==> src/rtl/pipe_ctrl_pkg.sv <==
// Shared types and constants for the pipeline redirect controller.
//   state_e     : controller FSM states
//   src_e       : redirect source, numeric value doubles as priority (higher wins)
//   Flush*      : per-source flush masks, bit order {ex, id, if}
//   flush_mask(): source -> flush mask
package pipe_ctrl_pkg;

  typedef enum logic [1:0] {
    StIdle  = 2'd0,
    StPend  = 2'd1,
    StDrain = 2'd2
  } state_e;

  typedef enum logic [1:0] {
    SrcNone   = 2'd0,
    SrcJump   = 2'd1,
    SrcBranch = 2'd2,
    SrcTrap   = 2'd3
  } src_e;

  localparam logic [2:0] FlushNone   = 3'b000;
  localparam logic [2:0] FlushJump   = 3'b001;
  localparam logic [2:0] FlushBranch = 3'b011;
  localparam logic [2:0] FlushTrap   = 3'b111;

  // Drain counter width; FLUSH_CYCLES is limited to 15.
  localparam int unsigned CntW = 4;

  function automatic logic [2:0] flush_mask(src_e src);
    logic [2:0] mask;
    unique case (src)
      SrcTrap:   mask = FlushTrap;
      SrcBranch: mask = FlushBranch;
      SrcJump:   mask = FlushJump;
      default:   mask = FlushNone;
    endcase
    return mask;
  endfunction

endpackage

==> src/rtl/pipeline_redirect_ctrl_if.sv <==
// Redirect bus between the request sources, the controller and the fetch stage.
//   Requests : trap_req/trap_pc, ex_branch_taken/ex_branch_pc, id_jump_req/id_jump_pc
//   Fetch    : redir_valid/redir_ready/redir_pc handshake, fetch_stall
//   Flushes  : if_flush, id_flush, ex_flush (single-cycle pulses)
// Modports: slave = controller, master = request/fetch side (or testbench).
interface pipeline_redirect_ctrl_if #(
  parameter int unsigned XLEN = 32
) ();

  logic            trap_req;
  logic [XLEN-1:0] trap_pc;
  logic            ex_branch_taken;
  logic [XLEN-1:0] ex_branch_pc;
  logic            id_jump_req;
  logic [XLEN-1:0] id_jump_pc;
  logic            redir_ready;
  logic            redir_valid;
  logic [XLEN-1:0] redir_pc;
  logic            if_flush;
  logic            id_flush;
  logic            ex_flush;
  logic            fetch_stall;

  modport slave (
    input  trap_req, trap_pc, ex_branch_taken, ex_branch_pc, id_jump_req, id_jump_pc,
    input  redir_ready,
    output redir_valid, redir_pc, if_flush, id_flush, ex_flush, fetch_stall
  );

  modport master (
    output trap_req, trap_pc, ex_branch_taken, ex_branch_pc, id_jump_req, id_jump_pc,
    output redir_ready,
    input  redir_valid, redir_pc, if_flush, id_flush, ex_flush, fetch_stall
  );

endinterface

==> src/rtl/redirect_prio_sel.sv <==
// Combinational fixed-priority selector for redirect requests.
//   trap_req_i/trap_pc_i     : priority 3 (highest)
//   branch_req_i/branch_pc_i : priority 2
//   jump_req_i/jump_pc_i     : priority 1
//   src_o/pc_o               : winning source (SrcNone if idle) and its target
module redirect_prio_sel
  import pipe_ctrl_pkg::*;
#(
  parameter int unsigned XLEN = 32
) (
  input  logic            trap_req_i,
  input  logic [XLEN-1:0] trap_pc_i,
  input  logic            branch_req_i,
  input  logic [XLEN-1:0] branch_pc_i,
  input  logic            jump_req_i,
  input  logic [XLEN-1:0] jump_pc_i,
  output src_e            src_o,
  output logic [XLEN-1:0] pc_o
);

  always_comb begin
    src_o = SrcNone;
    pc_o  = '0;
    if (trap_req_i) begin
      src_o = SrcTrap;
      pc_o  = trap_pc_i;
    end else if (branch_req_i) begin
      src_o = SrcBranch;
      pc_o  = branch_pc_i;
    end else if (jump_req_i) begin
      src_o = SrcJump;
      pc_o  = jump_pc_i;
    end
  end

endmodule

==> src/rtl/pipeline_redirect_ctrl.sv <==
// Pipeline redirect controller: arbitrates trap / EX branch / ID jump redirects, presents one
// redirect PC to fetch over valid/ready, pulses per-stage flushes and stalls fetch for a
// drain window after each completed handshake.
//   clk, rst_n : clock and asynchronous active-low reset
//   bus        : pipeline_redirect_ctrl_if.slave (requests, fetch handshake, flushes, stall)
// Parameters: XLEN (PC width), FLUSH_CYCLES (drain length, 0..15), STAT_W (stats width).
// Optional: define REDIRECT_STATS_EN to add saturating counters
//   stat_redirects_o (completed handshakes) and stat_preempts_o (preemptions while pending).
module pipeline_redirect_ctrl
  import pipe_ctrl_pkg::*;
#(
  parameter int unsigned XLEN         = 32,
  parameter int unsigned FLUSH_CYCLES = 2,
  parameter int unsigned STAT_W       = 16
) (
  input  logic                    clk,
  input  logic                    rst_n,
`ifdef REDIRECT_STATS_EN
  output logic [STAT_W-1:0]       stat_redirects_o,
  output logic [STAT_W-1:0]       stat_preempts_o,
`endif
  pipeline_redirect_ctrl_if.slave bus
);

  localparam logic [CntW-1:0] DrainLoad = CntW'(FLUSH_CYCLES);

  state_e            state_q, state_d;
  src_e              src_q, src_d;
  logic [XLEN-1:0]   pc_q, pc_d;
  logic [CntW-1:0]   cnt_q, cnt_d;
  logic [2:0]        flush_q, flush_d;

  src_e              win_src;
  logic [XLEN-1:0]   win_pc;
  logic              hi_req;
  logic              accept;

  redirect_prio_sel #(
    .XLEN (XLEN)
  ) u_prio_sel (
    .trap_req_i   (bus.trap_req),
    .trap_pc_i    (bus.trap_pc),
    .branch_req_i (bus.ex_branch_taken),
    .branch_pc_i  (bus.ex_branch_pc),
    .jump_req_i   (bus.id_jump_req),
    .jump_pc_i    (bus.id_jump_pc),
    .src_o        (win_src),
    .pc_o         (win_pc)
  );

  // Trap or branch present; these may cut a handshake or drain short, a jump may not.
  assign hi_req = (win_src == SrcTrap) || (win_src == SrcBranch);

  // State register
  always_ff @(posedge clk or negedge rst_n) begin
    if (!rst_n) begin
      state_q <= StIdle;
      src_q   <= SrcNone;
      pc_q    <= '0;
      cnt_q   <= '0;
      flush_q <= '0;
    end else begin
      state_q <= state_d;
      src_q   <= src_d;
      pc_q    <= pc_d;
      cnt_q   <= cnt_d;
      flush_q <= flush_d;
    end
  end

  // Next-state logic
  always_comb begin
    state_d = state_q;
    src_d   = src_q;
    pc_d    = pc_q;
    cnt_d   = cnt_q;
    flush_d = FlushNone;
    accept  = 1'b0;

    unique case (state_q)
      StIdle: begin
        accept = (win_src != SrcNone);
      end
      StPend: begin
        if (bus.redir_ready) begin
          // Handshake completes; a concurrent trap/branch becomes the next redirect.
          if (hi_req) begin
            accept = 1'b1;
          end else if (FLUSH_CYCLES == 0) begin
            state_d = StIdle;
            src_d   = SrcNone;
          end else begin
            state_d = StDrain;
            src_d   = SrcNone;
            cnt_d   = DrainLoad;
          end
        end else if (win_src > src_q) begin
          accept = 1'b1;
        end
      end
      StDrain: begin
        if (hi_req) begin
          accept = 1'b1;
        end else if (cnt_q <= CntW'(1)) begin
          state_d = StIdle;
          cnt_d   = '0;
        end else begin
          cnt_d = cnt_q - CntW'(1);
        end
      end
      default: begin
        state_d = StIdle;
        src_d   = SrcNone;
        cnt_d   = '0;
      end
    endcase

    if (accept) begin
      state_d = StPend;
      src_d   = win_src;
      pc_d    = win_pc;
      cnt_d   = '0;
      flush_d = flush_mask(win_src);
    end
  end

  // Outputs, all decoded from registered state
  always_comb begin
    bus.redir_valid = (state_q == StPend);
    bus.fetch_stall = (state_q == StDrain);
    bus.redir_pc    = pc_q;
    bus.if_flush    = flush_q[0];
    bus.id_flush    = flush_q[1];
    bus.ex_flush    = flush_q[2];
  end

`ifdef REDIRECT_STATS_EN
  logic              hs_evt, pre_evt;
  logic [STAT_W-1:0] stat_red_q, stat_red_d;
  logic [STAT_W-1:0] stat_pre_q, stat_pre_d;

  assign hs_evt  = (state_q == StPend) && bus.redir_ready;
  assign pre_evt = (state_q == StPend) && !bus.redir_ready && (win_src > src_q);

  always_comb begin
    stat_red_d = stat_red_q;
    stat_pre_d = stat_pre_q;
    if (hs_evt && (stat_red_q != '1)) stat_red_d = stat_red_q + 1'b1;
    if (pre_evt && (stat_pre_q != '1)) stat_pre_d = stat_pre_q + 1'b1;
  end

  always_ff @(posedge clk or negedge rst_n) begin
    if (!rst_n) begin
      stat_red_q <= '0;
      stat_pre_q <= '0;
    end else begin
      stat_red_q <= stat_red_d;
      stat_pre_q <= stat_pre_d;
    end
  end

  assign stat_redirects_o = stat_red_q;
  assign stat_preempts_o  = stat_pre_q;
`endif

endmodule

==> src/flat_wrapper.sv <==
// flat-port wrapper written by rule: the top's interface ports become plain ports
module pipeline_redirect_ctrl_flat import pipe_ctrl_pkg::*;
#(
  parameter int unsigned XLEN         = 32,
  parameter int unsigned FLUSH_CYCLES = 2,
  parameter int unsigned STAT_W       = 16
)
  (clk, rst_n, bus_trap_req, bus_trap_pc, bus_ex_branch_taken, bus_ex_branch_pc, bus_id_jump_req, bus_id_jump_pc, bus_redir_ready, bus_redir_valid, bus_redir_pc, bus_if_flush, bus_id_flush, bus_ex_flush, bus_fetch_stall);
  pipeline_redirect_ctrl_if #(.XLEN(XLEN)) bus_i ();
  input  logic clk;
  input  logic rst_n;
  input wire logic [$bits(bus_i.trap_req)-1:0] bus_trap_req;
  input wire logic [$bits(bus_i.trap_pc)-1:0] bus_trap_pc;
  input wire logic [$bits(bus_i.ex_branch_taken)-1:0] bus_ex_branch_taken;
  input wire logic [$bits(bus_i.ex_branch_pc)-1:0] bus_ex_branch_pc;
  input wire logic [$bits(bus_i.id_jump_req)-1:0] bus_id_jump_req;
  input wire logic [$bits(bus_i.id_jump_pc)-1:0] bus_id_jump_pc;
  input wire logic [$bits(bus_i.redir_ready)-1:0] bus_redir_ready;
  output wire logic [$bits(bus_i.redir_valid)-1:0] bus_redir_valid;
  output wire logic [$bits(bus_i.redir_pc)-1:0] bus_redir_pc;
  output wire logic [$bits(bus_i.if_flush)-1:0] bus_if_flush;
  output wire logic [$bits(bus_i.id_flush)-1:0] bus_id_flush;
  output wire logic [$bits(bus_i.ex_flush)-1:0] bus_ex_flush;
  output wire logic [$bits(bus_i.fetch_stall)-1:0] bus_fetch_stall;
  assign bus_i.trap_req = bus_trap_req;
  assign bus_i.trap_pc = bus_trap_pc;
  assign bus_i.ex_branch_taken = bus_ex_branch_taken;
  assign bus_i.ex_branch_pc = bus_ex_branch_pc;
  assign bus_i.id_jump_req = bus_id_jump_req;
  assign bus_i.id_jump_pc = bus_id_jump_pc;
  assign bus_i.redir_ready = bus_redir_ready;
  assign bus_redir_valid = bus_i.redir_valid;
  assign bus_redir_pc = bus_i.redir_pc;
  assign bus_if_flush = bus_i.if_flush;
  assign bus_id_flush = bus_i.id_flush;
  assign bus_ex_flush = bus_i.ex_flush;
  assign bus_fetch_stall = bus_i.fetch_stall;
  pipeline_redirect_ctrl #(.XLEN(XLEN), .FLUSH_CYCLES(FLUSH_CYCLES), .STAT_W(STAT_W)) u_core (.clk(clk), .rst_n(rst_n), .bus(bus_i));
endmodule
==> config.mk <==
export PLATFORM = sky130hd
export DESIGN_NAME = pipeline_redirect_ctrl_flat
export DESIGN_NICKNAME = d
export VERILOG_FILES = /design/src/rtl/pipe_ctrl_pkg.sv /design/src/rtl/pipeline_redirect_ctrl_if.sv /design/src/rtl/redirect_prio_sel.sv /design/src/rtl/pipeline_redirect_ctrl.sv /design/src/flat_wrapper.sv
export SDC_FILE = /design/constraint.sdc
export NUM_CORES = 1
export LEC_CHECK = 0
export ABC_AREA = 0
export CORE_ASPECT_RATIO = 0.7
export CORE_MARGIN = 2
export CORE_UTILIZATION = 39
export DETAILED_ROUTE_END_ITERATION = 8
export PLACE_DENSITY = 0.81
export SLEW_MARGIN = 10
export SYNTH_ARGS = -nofsm -noshare
export SYNTH_HDL_FRONTEND = slang
export SYNTH_SLANG_ARGS = --single-unit
==> constraint.sdc <==
create_clock -name clk -period 2.4 [get_ports clk]
set_clock_uncertainty 0.05 [all_clocks]
set_input_delay 0.48 -clock clk [delete_from_list [all_inputs] [get_ports clk]]
set_output_delay 0.48 -clock clk [all_outputs]
set_load 0.1 [all_outputs]
==> Flow_metrics.wiki, run 1 <==
{| class="wikitable"
! Metric !! Value
|-
| Total placed instance area || 3969 um2
|-
| First-pass GRT wire length || 12510 um
|-
| Setup slack at placement || -0.4509 ns
|-
| Number of placed instances with taps included || 482
|-
| Total non-filler cell area in the finished layout || between 4000 and 5000 um2
|-
| Dominant cell by count in the synthesized netlist || sky130_fd_sc_hd__o21ai_0
|-
| Post-synth cell types || 39
|-
| Initial antenna violation count || 0
|-
| Cell taking the most area after synthesis || sky130_fd_sc_hd__dfrtp_1
|-
| Clk Tree Root Cell || sky130_fd_sc_hd__clkbuf_8
|-
| Core outline area || 6216 um2
|-
| Per-instance average area after synthesis || around 9.4 um2
|-
| R2R cell count || 7
|-
| Post-synth top cells || sky130_fd_sc_hd__o21ai_0, sky130_fd_sc_hd__dfrtp_1, sky130_fd_sc_hd__nand2_1, sky130_fd_sc_hd__a221o_1, sky130_fd_sc_hd__clkbuf_1
|-
| Clock tree from TritonCTS || done
|-
| Antenna diode instance count || 0
|-
| Crit Reg-Reg Endpoint || u_core.state_q[1]
|-
| Post-synthesis instance area || 2495 um2
|-
| Final number of setup-violating endpoints || 0
|-
| DRC viols || 0
|-
| Buffers added on ports || 138
|-
| Arrival time of data at the critical path endpoint || approximately 2.4 ns
|-
| Peak supply drop || 943.1 uV
|-
| Post-CTS clock slew at the launch and capture registers of the worst setup and hold paths || 0.07 ns
|-
| Dpl hpwl || 5899 um
|-
| Area growth from synthesis to layout || 63.84%
|-
| Via count || 2628
|-
| Yosys warns || 0
|-
| Power after layout || 6.424 mW
|-
| First-iteration detailed-routing DRC count || 164
|-
| Number of synthesized flops with an enable pin || 0
|-
| Post-synth ARST share || 1.000
|-
| Setup WS post-layout || 0.1233 ns
|-
| Router iterations before antenna repair || 4
|-
| Leading post-synthesis cells by cell area || sky130_fd_sc_hd__dfrtp_1, sky130_fd_sc_hd__a221o_1, sky130_fd_sc_hd__o21ai_0
|-
| Maximum buffer depth of the clock tree || 2
|-
| Setup slack of the most critical reg-to-reg path || a little under 0.3 ns
|-
| Largest net degree at the start of global routing || 44
|-
| Number of nets in the layout || 522
|-
| Fmax || 439.2 MHz
|-
| Number of H-tree levels || 2
|-
| Path category of the worst min-delay check || in2async
|-
| Effective utilization at floorplan || 0.4014
|-
| Post-Synthesis Cells || around 270
|-
| Least-Margin Pin Slew || approximately 0.55 ns
|-
| Total count of hold-check failures in the final report || 0
|-
| Rel. slew slack || 0.6326
|-
| Startpoint of the lowest-slack register-to-register path || u_core.state_q[0]
|-
| Wire length per cell after detailed routing || approximately 16 um
|-
| Number of top-level design ports || 139
|-
| Type of origin of the critical path || input port
|-
| Clock network latency to the later pin of the worst-skew pair || 0.30 ns
|-
| Final standard cell count with taps included and fillers excluded || 490
|-
| Power density over the cells || 1571 nW/um2
|-
| Required time of the critical path || 2.53 ns
|-
| Outcome || complete, no violations
|-
| Final period util || 0.9486
|-
| Leftover overflow at the end of global routing || 0
|-
| Overall track demand over capacity in global routing || 0.2225
|-
| Fraction of layout instances using a drive strength above 1 || 0.1966
|-
| Unrepaired setup endpoints after global routing || no
|-
| Element type at the critical path end || flop
|-
| Number of global-route vias before repair || 2608
|-
| Total routed wirelength || 7883 um
|-
| Final core area utilization || 0.6576
|-
| Portion of synthesized cell area occupied by the leading cell type || 0.4313
|-
| Final weighted congestion in routability-driven placement || 0.8943
|-
| Launch point of the worst path || bus_trap_req
|-
| Category of the most critical setup path || in2reg
|-
| Minimum period implied by the final worst setup slack || 2.277 ns
|-
| Dominant synthesized flop cell || sky130_fd_sc_hd__dfrtp_1
|-
| Total of max-cap violations || 0
|-
| Num CTS Buffers || 5
|-
| Die Outline Area || 7063 um2
|-
| Max FO, Critical Path || 4
|-
| Leakage power figure || 1.772 nW
|-
| Clock Sink Count || 43
|-
| Chip width || 99.60 um
|-
| Synth Net Count || 376
|-
| #FFs+latches synth || 43
|-
| Die Ht || about 71 um
|-
| Portion of the post-synthesis area used by sequential elements || 0.4313
|-
| Vias per cell || 5.363
|-
| Critical Path End || u_core.state_q[1]
|-
| FP Rows || 24
|-
| Post-DRT Antenna Nets || 0
|-
| Final Slew Violations || 0
|}
[registers in the layout, indices dropped and copies added, names as in the netlist]
signal and flops:
u_core.cnt_q 4, u_core.bus.redir_pc 32, u_core.src_q 2, u_core.state_q 2
u_core.flush_q 3
[how the worst min path moves through the flow]
| stage | cells past startpoint | startpoint | end | slack (ns) |
|---|---|---|---|---|
| 5_1_grt | 2 | rst_n | u_core.src_q[1] | 0.25 |
| 6_report | 2 | rst_n | u_core.bus.redir_pc[3] | 0.20 |
| 3_3_place_gp | 2 | u_core.bus.redir_pc[10] | u_core.bus.redir_pc[10] | 0.41 |
| 2_1_floorplan | 0 | rst_n | u_core.bus.redir_pc[0] | 0.13 |
| 4_1_cts | 2 | rst_n | u_core.bus.redir_pc[12] | 0.22 |
| 3_5_place_dp | 2 | u_core.bus.redir_pc[10] | u_core.bus.redir_pc[10] | 0.42 |
[logic make-up after synthesis]
| logic type | Yosys count | share of synthesized area |
|---|---|---|
| AO/OA/AOI/OAI | 121 | 0.3410 |
| XOR/XNOR | 1 | 0.003511 |
| adder cells (fa/ha/maj) | 8 | 0.04012 |
| buffers and inverters | 32 | 0.06871 |
| flip-flops | 43 | 0.4313 |
| multiplexers | 2 | 0.008024 |
| AND/OR/NAND/NOR | 59 | 0.1073 |
[metal layers]
metal  GRT usage  vias up  share of wire
met1      0.2879     1240           0.45
met3     0.05336        5          0.076
met5           0        -              0
li1            -     1276              -
met2      0.3784      107           0.47
met4     0.05784        0         0.0079
[critical path, stage by stage]
cell and delay [ns]:
sky130_fd_sc_hd__dlygate4sd2_1 0.28, sky130_fd_sc_hd__nor2_2 0.14, sky130_fd_sc_hd__inv_1 0.05, sky130_fd_sc_hd__ha_1 0.29, sky130_fd_sc_hd__and3b_1 0.19, sky130_fd_sc_hd__a21o_1 0.17
sky130_fd_sc_hd__a22o_1 0.28, sky130_fd_sc_hd__a221o_1 0.33, sky130_fd_sc_hd__a32o_1 0.20
[repair_timing]
action                     4_1_cts  5_1_grt
setup endpoints to repair       39        6
hold buffers                     0        0
pin swaps                        0        1
buffers inserted                 0        1
gates resized for setup          6        3
cloned                           0        0
[where the power goes]
part           internal, mW  switching, mW  leakage, nW
Clock                 0.305          0.240       0.0513
Combinational          1.26           3.36         1.19
Sequential             1.08          0.180        0.531
[cell usage in the layout (no fill, tap or decap), drive strengths merged, types with 4 or more instances in the layout]
cell type       n
clkdlybuf4s50  97
o21ai          69
buf            61
dfrtp          43
nand2          37
a221o          33
inv            10
ha              8
nor2            8
clkbuf          7
a21oi           4
[layout make-up]
type / count / area [um2]
Fill cell: 515 / 2128
Timing Repair Buffer: 161 / 1503
Multi-Input combinational cell: 191 / 1271
Sequential cell: 43 / 1076
Tap cell: 78 / 97.59
Clock buffer: 6 / 72.57
Inverter: 10 / 37.54
Clock inverter: 1 / 30.03
[metrics by stage]
stage	TNS, ns	hold slack [ns]
2_1_floorplan	-0.1840	0.1344
3_3_place_gp	-13.02	0.4117
3_5_place_dp	-15.65	0.4217
4_1_cts	0	0.2213
5_1_grt	0	0.2469
6_report	0	0.1957
Power figures use the tool's default switching activity.
==> inputs of run 2 (changes only) <==
--- a/config.mk
+++ b/config.mk
@@ -11,7 +11,6 @@
 export CORE_UTILIZATION = 39
 export DETAILED_ROUTE_END_ITERATION = 8
 export PLACE_DENSITY = 0.81
-export SLEW_MARGIN = 10
 export SYNTH_ARGS = -nofsm -noshare
 export SYNTH_HDL_FRONTEND = slang
 export SYNTH_SLANG_ARGS = --single-unit
==> results of run 2 <==
No change in the layout: final DEF, timing and power equal those of run 1.
